`src/rtl/rv32i_types.sv`:
```
// Shared types for the fetch-stage predictor.
//   prediction_t : two-bit saturating direction counter, ordered snt < wnt < wt < st
//   sat_step     : one training step of a counter toward st (up=1) or snt (up=0)
package rv32i_types;

  typedef enum logic [1:0] {
    snt = 2'b00,
    wnt = 2'b01,
    wt  = 2'b10,
    st  = 2'b11
  } prediction_t;

  function automatic prediction_t sat_step(input prediction_t cur, input logic up);
    prediction_t nxt;
    nxt = cur;
    if (up) begin
      if (cur != st) nxt = prediction_t'(cur + 2'd1);
    end else begin
      if (cur != snt) nxt = prediction_t'(cur - 2'd1);
    end
    return nxt;
  endfunction

endpackage

```
`src/rtl/predictor_array.sv`:
```
// Small register array used for the PHT and each BTB field.
//   clk, rst          : clock, async active-low reset (every entry -> RESET_VALUE)
//   rd_index/rd_data  : READ_PORTS combinational read ports
//   wr_en/wr_index/wr_data : synchronous write port
module predictor_array #(
  parameter int              WIDTH       = 2,
  parameter int              INDEX_BITS  = 5,
  parameter int              READ_PORTS  = 1,
  parameter logic [WIDTH-1:0] RESET_VALUE = '0
) (
  input  logic                  clk,
  input  logic                  rst,
  input  logic [INDEX_BITS-1:0] rd_index [READ_PORTS],
  output logic [WIDTH-1:0]      rd_data  [READ_PORTS],
  input  logic                  wr_en,
  input  logic [INDEX_BITS-1:0] wr_index,
  input  logic [WIDTH-1:0]      wr_data
);

  localparam int DEPTH = 1 << INDEX_BITS;

  logic [WIDTH-1:0] mem [DEPTH];

  always_ff @(posedge clk or negedge rst) begin
    if (!rst) begin
      for (int i = 0; i < DEPTH; i++) mem[i] <= RESET_VALUE;
    end else if (wr_en) begin
      mem[wr_index] <= wr_data;
    end
  end

  // Reads see pre-write contents; a same-cycle write lands at the edge.
  always_comb begin
    for (int p = 0; p < READ_PORTS; p++) rd_data[p] = mem[rd_index[p]];
  end

endmodule

```
`src/rtl/gshare_branch_predictor.sv`:
```
// Gshare direction predictor with tagged BTB and resolve statistics.
//   lookup : current_pc -> prediction, predict_taken, btb_hit, pc_prediction, pht_index
//   train  : update, pc_update, update_index, taken, calculated_target, mispredict
//   history: ghr_clear (synchronous, beats a same-cycle shift)
//   stats  : branch_count, mispredict_count (saturating)
module gshare_branch_predictor
  import rv32i_types::*;
#(
  parameter int INDEX_BITS = 5,
  parameter int GHR_BITS   = 5,
  parameter int TAG_BITS   = 8
) (
  input  logic                  clk,
  input  logic                  rst,
  input  logic [31:0]           current_pc,
  output prediction_t           prediction,
  output logic                  predict_taken,
  output logic                  btb_hit,
  output logic [31:0]           pc_prediction,
  output logic [INDEX_BITS-1:0] pht_index,
  input  logic                  update,
  input  logic [31:0]           pc_update,
  input  logic [INDEX_BITS-1:0] update_index,
  input  logic                  taken,
  input  logic [31:0]           calculated_target,
  input  logic                  mispredict,
  input  logic                  ghr_clear,
  output logic [31:0]           branch_count,
  output logic [31:0]           mispredict_count
);

  logic [GHR_BITS-1:0]   ghr;
  logic [GHR_BITS:0]     ghr_shifted;
  logic [INDEX_BITS-1:0] btb_index;
  logic [INDEX_BITS-1:0] btb_wr_index;
  logic [TAG_BITS-1:0]   lookup_tag;
  logic [TAG_BITS-1:0]   update_tag;
  logic [31:0]           branch_count_q;
  logic [31:0]           mispredict_count_q;
  logic                  btb_write;
  prediction_t           pht_next;

  logic [INDEX_BITS-1:0] pht_rd_index [2];
  logic [1:0]            pht_rd_data  [2];
  logic [INDEX_BITS-1:0] btb_rd_index [1];
  logic [0:0]            valid_rd     [1];
  logic [TAG_BITS-1:0]   tag_rd       [1];
  logic [31:0]           target_rd    [1];

  assign btb_index    = current_pc[INDEX_BITS+1:2];
  assign lookup_tag   = current_pc[INDEX_BITS+TAG_BITS+1:INDEX_BITS+2];
  assign btb_wr_index = pc_update[INDEX_BITS+1:2];
  assign update_tag   = pc_update[INDEX_BITS+TAG_BITS+1:INDEX_BITS+2];
  assign pht_index    = btb_index ^ INDEX_BITS'(ghr);

  // Port 0 serves fetch, port 1 reads the counter being trained.
  assign pht_rd_index[0] = pht_index;
  assign pht_rd_index[1] = update_index;
  assign btb_rd_index[0] = btb_index;

  assign pht_next  = sat_step(prediction_t'(pht_rd_data[1]), taken);
  assign btb_write = update && taken;

  predictor_array #(.WIDTH(2), .INDEX_BITS(INDEX_BITS), .READ_PORTS(2), .RESET_VALUE(2'(wnt)))
    u_pht (.clk(clk), .rst(rst), .rd_index(pht_rd_index), .rd_data(pht_rd_data),
           .wr_en(update), .wr_index(update_index), .wr_data(pht_next));

  predictor_array #(.WIDTH(1), .INDEX_BITS(INDEX_BITS), .READ_PORTS(1), .RESET_VALUE(1'b0))
    u_btb_valid (.clk(clk), .rst(rst), .rd_index(btb_rd_index), .rd_data(valid_rd),
                 .wr_en(btb_write), .wr_index(btb_wr_index), .wr_data(1'b1));

  predictor_array #(.WIDTH(TAG_BITS), .INDEX_BITS(INDEX_BITS), .READ_PORTS(1), .RESET_VALUE('0))
    u_btb_tag (.clk(clk), .rst(rst), .rd_index(btb_rd_index), .rd_data(tag_rd),
               .wr_en(btb_write), .wr_index(btb_wr_index), .wr_data(update_tag));

  predictor_array #(.WIDTH(32), .INDEX_BITS(INDEX_BITS), .READ_PORTS(1), .RESET_VALUE('0))
    u_btb_target (.clk(clk), .rst(rst), .rd_index(btb_rd_index), .rd_data(target_rd),
                  .wr_en(btb_write), .wr_index(btb_wr_index), .wr_data(calculated_target));

  assign prediction    = prediction_t'(pht_rd_data[0]);
  assign predict_taken = (prediction == wt) || (prediction == st);
  assign btb_hit       = valid_rd[0][0] && (tag_rd[0] == lookup_tag);
  assign pc_prediction = (btb_hit && predict_taken) ? target_rd[0] : current_pc + 32'd4;

  // Appending taken and dropping the MSB also covers GHR_BITS == 1.
  assign ghr_shifted = {ghr, taken};

  always_ff @(posedge clk or negedge rst) begin
    if (!rst) begin
      ghr <= '0;
    end else if (ghr_clear) begin
      ghr <= '0;
    end else if (update) begin
      ghr <= ghr_shifted[GHR_BITS-1:0];
    end
  end

  always_ff @(posedge clk or negedge rst) begin
    if (!rst) begin
      branch_count_q     <= '0;
      mispredict_count_q <= '0;
    end else if (update) begin
      if (branch_count_q != '1) branch_count_q <= branch_count_q + 32'd1;
      if (mispredict && (mispredict_count_q != '1))
        mispredict_count_q <= mispredict_count_q + 32'd1;
    end
  end

  assign branch_count     = branch_count_q;
  assign mispredict_count = mispredict_count_q;

  // Byte-offset bits and PC bits above the tag never take part in lookup.
  logic unused_pc_bits;
  assign unused_pc_bits = ^{current_pc[1:0], pc_update[1:0],
                            32'(current_pc >> (INDEX_BITS + TAG_BITS + 2)),
                            32'(pc_update  >> (INDEX_BITS + TAG_BITS + 2))};

endmodule

```
`config.mk`:
```
export PLATFORM = sky130hd
export DESIGN_NAME = gshare_branch_predictor
export DESIGN_NICKNAME = d
export VERILOG_FILES = /design/src/rtl/rv32i_types.sv /design/src/rtl/predictor_array.sv /design/src/rtl/gshare_branch_predictor.sv
export SDC_FILE = /design/constraint.sdc
export NUM_CORES = 2
export LEC_CHECK = 0
export ABC_AREA = 0
export CAP_MARGIN = 20
export CELL_PAD_IN_SITES_DETAIL_PLACEMENT = 0
export CELL_PAD_IN_SITES_GLOBAL_PLACEMENT = 1
export CORE_MARGIN = 1.5
export CORE_UTILIZATION = 53
export DETAILED_ROUTE_END_ITERATION = 12
export HOLD_SLACK_MARGIN = 0.06
export PLACE_DENSITY = 0.83
export SYNTH_ARGS = -nofsm -noshare
export SYNTH_HDL_FRONTEND = slang
export SYNTH_SLANG_ARGS = --single-unit
```
`constraint.sdc`:
```
create_clock -name clk -period 6.4 [get_ports clk]
set_input_delay 1.28 -clock clk [delete_from_list [all_inputs] [get_ports clk]]
set_output_delay 1.28 -clock clk [all_outputs]
set_load 0.05 [all_outputs]
```
; After elaboration in Yosys (flattened, before gate mapping)
; Cells that the tools add are included.
[totals]
regBits = 1445
in_bits = 107
wordCells = 197
[op_classes]
addsub = 5
order_cmp = 6
eq_ne = 6
n_mux = 32
bitwise = 6
reduce_logical = 11
[ops]
columns = cell, count
row1 = 1024-bit bitwise mux, 1
row2 = 256-bit bitwise mux, 1
row3 = 32-bit binary-select mux with 5-bit select, 1
row4 = 32-bit demux with 5-bit select, 1
row5 = 32-bit 2-to-1 mux, 4
row6 = "32-bit by 1-bit adder with 32-bit output, second input constant", 2
row7 = 64-bit bitwise mux, 1
row8 = "32-bit != test, second input constant", 2
row9 = 8-bit binary-select mux with 5-bit select, 1
row10 = 8-bit demux with 5-bit select, 1
row11 = "32-bit by 3-bit adder with 32-bit output, second input constant", 1
row12 = 32-bit OR, 1
row13 = "6-bit greater-or-equal comparator, second input constant", 4
row14 = 8-bit 2-to-1 mux, 3
row15 = 5-bit inverter with 6-bit output, 4
row16 = 2-bit binary-select mux with 5-bit select, 2
row17 = 2-bit 2-to-1 mux, 8
row18 = "6-bit by 1-bit less-than comparator with 1-bit output, second input constant", 2
row19 = 2-bit demux with 5-bit select, 1
row20 = 5-bit 2-to-1 mux, 2
row21 = 8-bit equality test, 1
row22 = 1-bit logical AND, 6
row23 = 1-bit binary-select mux with 5-bit select, 1
row24 = 1-bit demux with 5-bit select, 1
row25 = 9 further kinds, 14

; Longest topological paths before layout
[depth]
word_depth = 9
mapped_depth = 15

; By module
; Synthesis repeated with hierarchy kept, for this count alone.
[hier_totals]
cells_unflattened = 5103
hier_area_um2 = 69118.8
[modules_own_cells]
columns = mod, instances, cells_per_inst, area_each_um2
row1 = predictor_array at u_btb_target, 1, 3447, 47474.3
row2 = predictor_array at u_btb_tag, 1, 699, 11648.7
row3 = gshare_branch_predictor, 1, 473, 4396.7
row4 = predictor_array at u_pht, 1, 327, 3853.7
row5 = predictor_array at u_btb_valid, 1, 157, 1745.4

; Worst setup path after synthesis
; Ideal clock, no wire load.
[synth_timing]
path_type = in2out
startpoint = input port current_pc[2]
endpoint = output port pc_prediction[12]
t_arrival_ns = 5.324
slack_ns = -0.204
cell_stages = 11
path_buffers = 3
cell_sequence = buf_4 > xor2_1 > buf_2 > mux4_2 > nand2_1 > nand2_1 > mux4_2 > nand3_1 > clkbuf_1 > a211oi_1 > a21oi_1
[synth_via]
elab_chain_cells = 9
word_cells_on_any_way = 23
cone_classes = 1 x add/sub / 3 x eq/ne / 13 x mux / 3 x bitwise / 3 x reduce/logical
[synth_lines]
columns = item, line_no
row1 = "start, declared", gshare_branch_predictor.sv:15  ; input logic [31:0] current_pc,
row2 = 5-bit bitwise XOR *, gshare_branch_predictor.sv:54  ; assign pht_index = btb_index ^ INDEX_BITS'(ghr);
row3 = named net pht_index[0], gshare_branch_predictor.sv:20  ; output logic [INDEX_BITS-1:0] pht_index,
row4 = 5-bit inverter with 6-bit output (implied by the code) *, predictor_array.sv:34  ; for (int p = 0; p < READ_PORTS; p++) rd_data[p] = mem[rd_index[p]];
row5 = 2-bit binary-select mux with 5-bit select *, predictor_array.sv:34
row6 = 2-bit 2-to-1 mux (implied by the code) * (2 in series), predictor_array.sv:34
row7 = 2-bit equality test, gshare_branch_predictor.sv:81  ; assign predict_taken = (prediction == wt) || (prediction == st);
row8 = 1-bit logical OR *, gshare_branch_predictor.sv:81
row9 = named net predict_taken, gshare_branch_predictor.sv:17  ; output logic predict_taken,
row10 = 1-bit logical AND *, gshare_branch_predictor.sv:83  ; assign pc_prediction = (btb_hit && predict_taken) ? target_rd[0] : current_pc + 32'd4;
row11 = 32-bit 2-to-1 mux *, gshare_branch_predictor.sv:83
row12 = "end, declared", gshare_branch_predictor.sv:19  ; output logic [31:0] pc_prediction,
; The timed path passes the listed nets; every way through them passes the cells marked *. The select of a mux whose other input is x is not followed.

; Worst setup path after layout
[layout_timing]
startpoint = input port current_pc[2]
endpoint = output port pc_prediction[25]
[layout_via]
elab_chain_cells = 9
word_cells_on_any_way = 23
cone_classes = 1 x add/sub / 3 x eq/ne / 13 x mux / 3 x bitwise / 3 x reduce/logical
[layout_lines]
columns = item, line_no
row1 = 5-bit bitwise XOR, gshare_branch_predictor.sv:54
row2 = 5-bit inverter with 6-bit output (implied by the code), predictor_array.sv:34
row3 = 2-bit binary-select mux with 5-bit select, predictor_array.sv:34
row4 = 2-bit 2-to-1 mux (implied by the code) (2 in series), predictor_array.sv:34
row5 = 2-bit equality test, gshare_branch_predictor.sv:81
row6 = 1-bit logical OR, gshare_branch_predictor.sv:81
row7 = 1-bit logical AND, gshare_branch_predictor.sv:83
row8 = 32-bit 2-to-1 mux *, gshare_branch_predictor.sv:83
; Mark *: on every way between the ends. The rest lies on a longest branch, timed or not. The select of a mux whose other input is x is not followed.

==> reports/metrics.cfg <==
[run_status]
status=finished, final reports clean

[die]
die_x_um=357.4
die_area_sq_mm=0.1277
initial_utilization_pct=53.63
fp.dieH_um=357.4
row_count=129
num_io_pins=212
core_area_sq_mm=0.1241

[synth]
synthArstFlopShare_pct=100.0
synth-edff-count=0
seq_area_frac_synth_pct=54.38
syn-mean-instance-area_sq_um=15.59
synth-seq-cells=1445
syn_inst=4271
syn_area_sq_mm=0.06657
synth_flop_cell=dfrtp_1
synth_cell_types=54
syn_nets=4381
yosys_warnings=0

[setup_path]
path_buf_inv=5
r2r_slack_ns=3.34
timing.rr.start=mispredict_count[13]
path_cells=buf_8, mux4_2, mux4_2, mux2i_1, xnor2_1, or3b_1, nor4_4, buf_4, nand3_4, buf_4, a211oi_1, buf_4, a21oi_2, buf_4
cp.depth=14
cpMaxStageDelayCell=mux4_2
cp_common_cell=buf_4
r2r-end=mispredict_count[22]
cp-end-kind=output pin
cp-start-kind=input port
worstSetupPathType=input port to output pin
r2r.worst_path.cells=9
worst_ep_arrival_time_ns=5.06
slowest_delay_ns=0.55
crit_fanout=24
cp_top_family=multiplexers
required_ns=5.12

[clock_tree]
clock-root-buffer=clkbuf_16
clkTransAtPathRegs_ns=0.06
ctsLongestPathBuffers=3
htree_levels=4
cts_tree=yes
clkSinkCount=1445
clkLatencyLatePin_ns=0.76
cts_buffers=153
hold_buffers=0

[sta]
hold_viol=0
setup-violations-final=0
worst_slew_pin_slew_ns=1.252
maxSlewHeadroom_pct=16.55
rsz0062_at_grt=yes
drv_slew=0
max_clock_freq_mhz=157.7
finalCritPeriodShare_pct=99.05
fin_setup_tns_ns=0
clock_skew_ns=0.01082
finalCriticalPeriod_ns=6.339

[pwr]
p_leak_nw=34.73
power-per-cell-area_mw_per_mm2=305.4
ir_drop_v=0.0002788

[drt]
vias=38270
wl_per_cell_um=28.04
drt_first_pass_iters=5
antenna_left=0
drc=0
initialDrtViolationCount=3173
vias_per_cell=6.235
drt-total-wl_um=172100

[global_route]
grt_pass1_vias=39980
grt_max_degree=178
grt_usage_pct=27.56
grt_overflow=0
antenna_found_initial=11
grt_pass1_wl_um=260200

[placed_design]
portBuffers=192
hpwl_um=95510
place_congestion=0.7871
placed_cells=5841

[min_path]
hold_start=u_btb_valid.mem[28]
holdPathEnd=u_btb_valid.mem[28]
worstHoldPathCells=1
min_path_type=flop to flop

[finish]
fillers=9142
drive_gt1_share_pct=51.27
multi_input_area_sq_mm=0.02919
nets=4477
area_delta_synth_final_pct=14.41
fin_cells=6138
ff_latch_area_sq_mm=0.03620

[run]
maxCapViolCount=0

-- cells in the mapped netlist, types with 5 or more instances --
| master | instances | share of area, % |
|---|---|---|
| a211oi_1 | 19 | 0.21 |
| a21oi_1 | 41 | 0.31 |
| a22oi_1 | 11 | 0.12 |
| and2_1 | 24 | 0.23 |
| and3_1 | 13 | 0.12 |
| and4_1 | 10 | 0.13 |
| buf_1 | 59 | 0.33 |
| buf_2 | 51 | 0.38 |
| buf_4 | 7 | 0.079 |
| clkbuf_1 | 266 | 1.5 |
| dfrtp_1 | 1413 | 53 |
| dfstp_2 | 32 | 1.3 |
| inv_1 | 8 | 0.045 |
| mux2_2 | 1354 | 23 |
| mux2i_1 | 67 | 1.0 |
| mux4_2 | 410 | 14 |
| nand2_1 | 86 | 0.48 |
| nand2b_1 | 17 | 0.16 |
| nand3_1 | 42 | 0.32 |
| nand3b_1 | 9 | 0.10 |
| nand4_1 | 27 | 0.25 |
| nor2_1 | 93 | 0.52 |
| nor2b_1 | 14 | 0.13 |
| nor3_1 | 10 | 0.075 |
| nor3b_1 | 8 | 0.090 |
| o21ai_0 | 5 | 0.038 |
| o22ai_1 | 11 | 0.10 |
| or2_2 | 22 | 0.21 |
| or3_1 | 7 | 0.066 |
| xnor2_1 | 59 | 0.78 |
| xor2_1 | 37 | 0.49 |
-- repair_timing --
item / 4_1_cts / 5_1_grt
cloned: 0 / 0
endpoints found under the hold margin: 0 / 0
endpoints found under the setup margin: 12 / 10
gates resized for setup: 1 / 7
setup buffers: 1 / 0
pin swaps: 1 / 0
-- area by class of cell --
type | count | share of cell area (%)
Multi-Input combinational cell | 2435 | 38.33
Antenna cell | 7 | 0.02300
Inverter | 8 | 0.04764
Clock inverter | 44 | 0.5372
Clock buffer | 238 | 6.156
Sequential cell | 1445 | 47.53
Tap cell | 1637 | 2.689
Timing Repair Buffer | 324 | 4.684
-- stage by stage --
stage	hold slack [ns]	util [%]	power, mW	cell area (sq um)	worst slack (ns)
after CTS	0.4618	61.16	23.40	75920	0.07150
after floorplan	0.4287	-	13.39	66660	-0.2044
final	0.4620	61.36	23.26	76160	0.06071
after global placement	0.4434	57.02	14.34	70770	-0.1232
after detailed placement	0.4477	57.05	14.49	70810	-0.1134
after global routing	0.4773	61.36	24.18	76160	-0.01331
-- cells in the final DEF (no fill, tap or decap), drive strengths merged, types with 8 or more instances in the layout --
cell	instances
dfrtp	1413
mux2	1355
mux4	410
clkbuf	240
buf	172
clkdlybuf4s50	150
nor2	93
nand2	86
mux2i	67
xnor2	59
nand3	42
a21oi	41
xor2	37
clkinv	34
dfstp	32
nand4	27
and2	25
or2	22
a211oi	19
nand2b	17
nor2b	14
and3	13
o22ai	11
a22oi	11
nor3	10
and4	10
inv	10
nand3b	9
nor3b	8
-- flip-flops by register name (all words and copies together), names as in the netlist --
name              flops
branch_count         32
ghr                   5
mispredict_count     32
u_btb_tag.mem       256
u_btb_target.mem   1024
u_btb_valid.mem      32
u_pht.mem            64
-- how the worst max path moves through the flow --
stage / from / end / slack, ns
2_1_floorplan: current_pc[2] / pc_prediction[12] / -0.20
3_3_place_gp: current_pc[2] / pc_prediction[20] / -0.12
3_5_place_dp: current_pc[2] / pc_prediction[20] / -0.11
4_1_cts: current_pc[2] / pc_prediction[20] / 0.07
5_1_grt: current_pc[2] / pc_prediction[16] / -0.01
6_report: current_pc[2] / pc_prediction[25] / 0.06
-- cell families after synthesis --
kind of cell | synth area share (%)
multiplexers | 37.80
XOR/XNOR | 1.263
AND/OR/NAND/NOR | 3.083
AO/OA/AOI/OAI | 1.045
adder cells (fa/ha/maj) | 0.08647
buffers and inverters | 2.340
flip-flops | 54.38
-- where the power goes --
part | internal [mW] | switching [mW] | leakage (nW)
Clock | 5.24 | 3.66 | 2.52
Combinational | 1.89 | 1.43 | 13.1
Sequential | 10.4 | 0.646 | 19.1
-- per-layer routing --
layer / vias up / GRT usage, % / share of wire, %
met4: 6 / 9.034 / 2.9
met1: 20900 / 40.08 / 45
met2: 1022 / 41.07 / 46
met3: 268 / 6.607 / 6.7
met5: - / 0 / 0.023
li1: 16080 / - / -
Note: power is estimated with default switching activity, not from simulation.
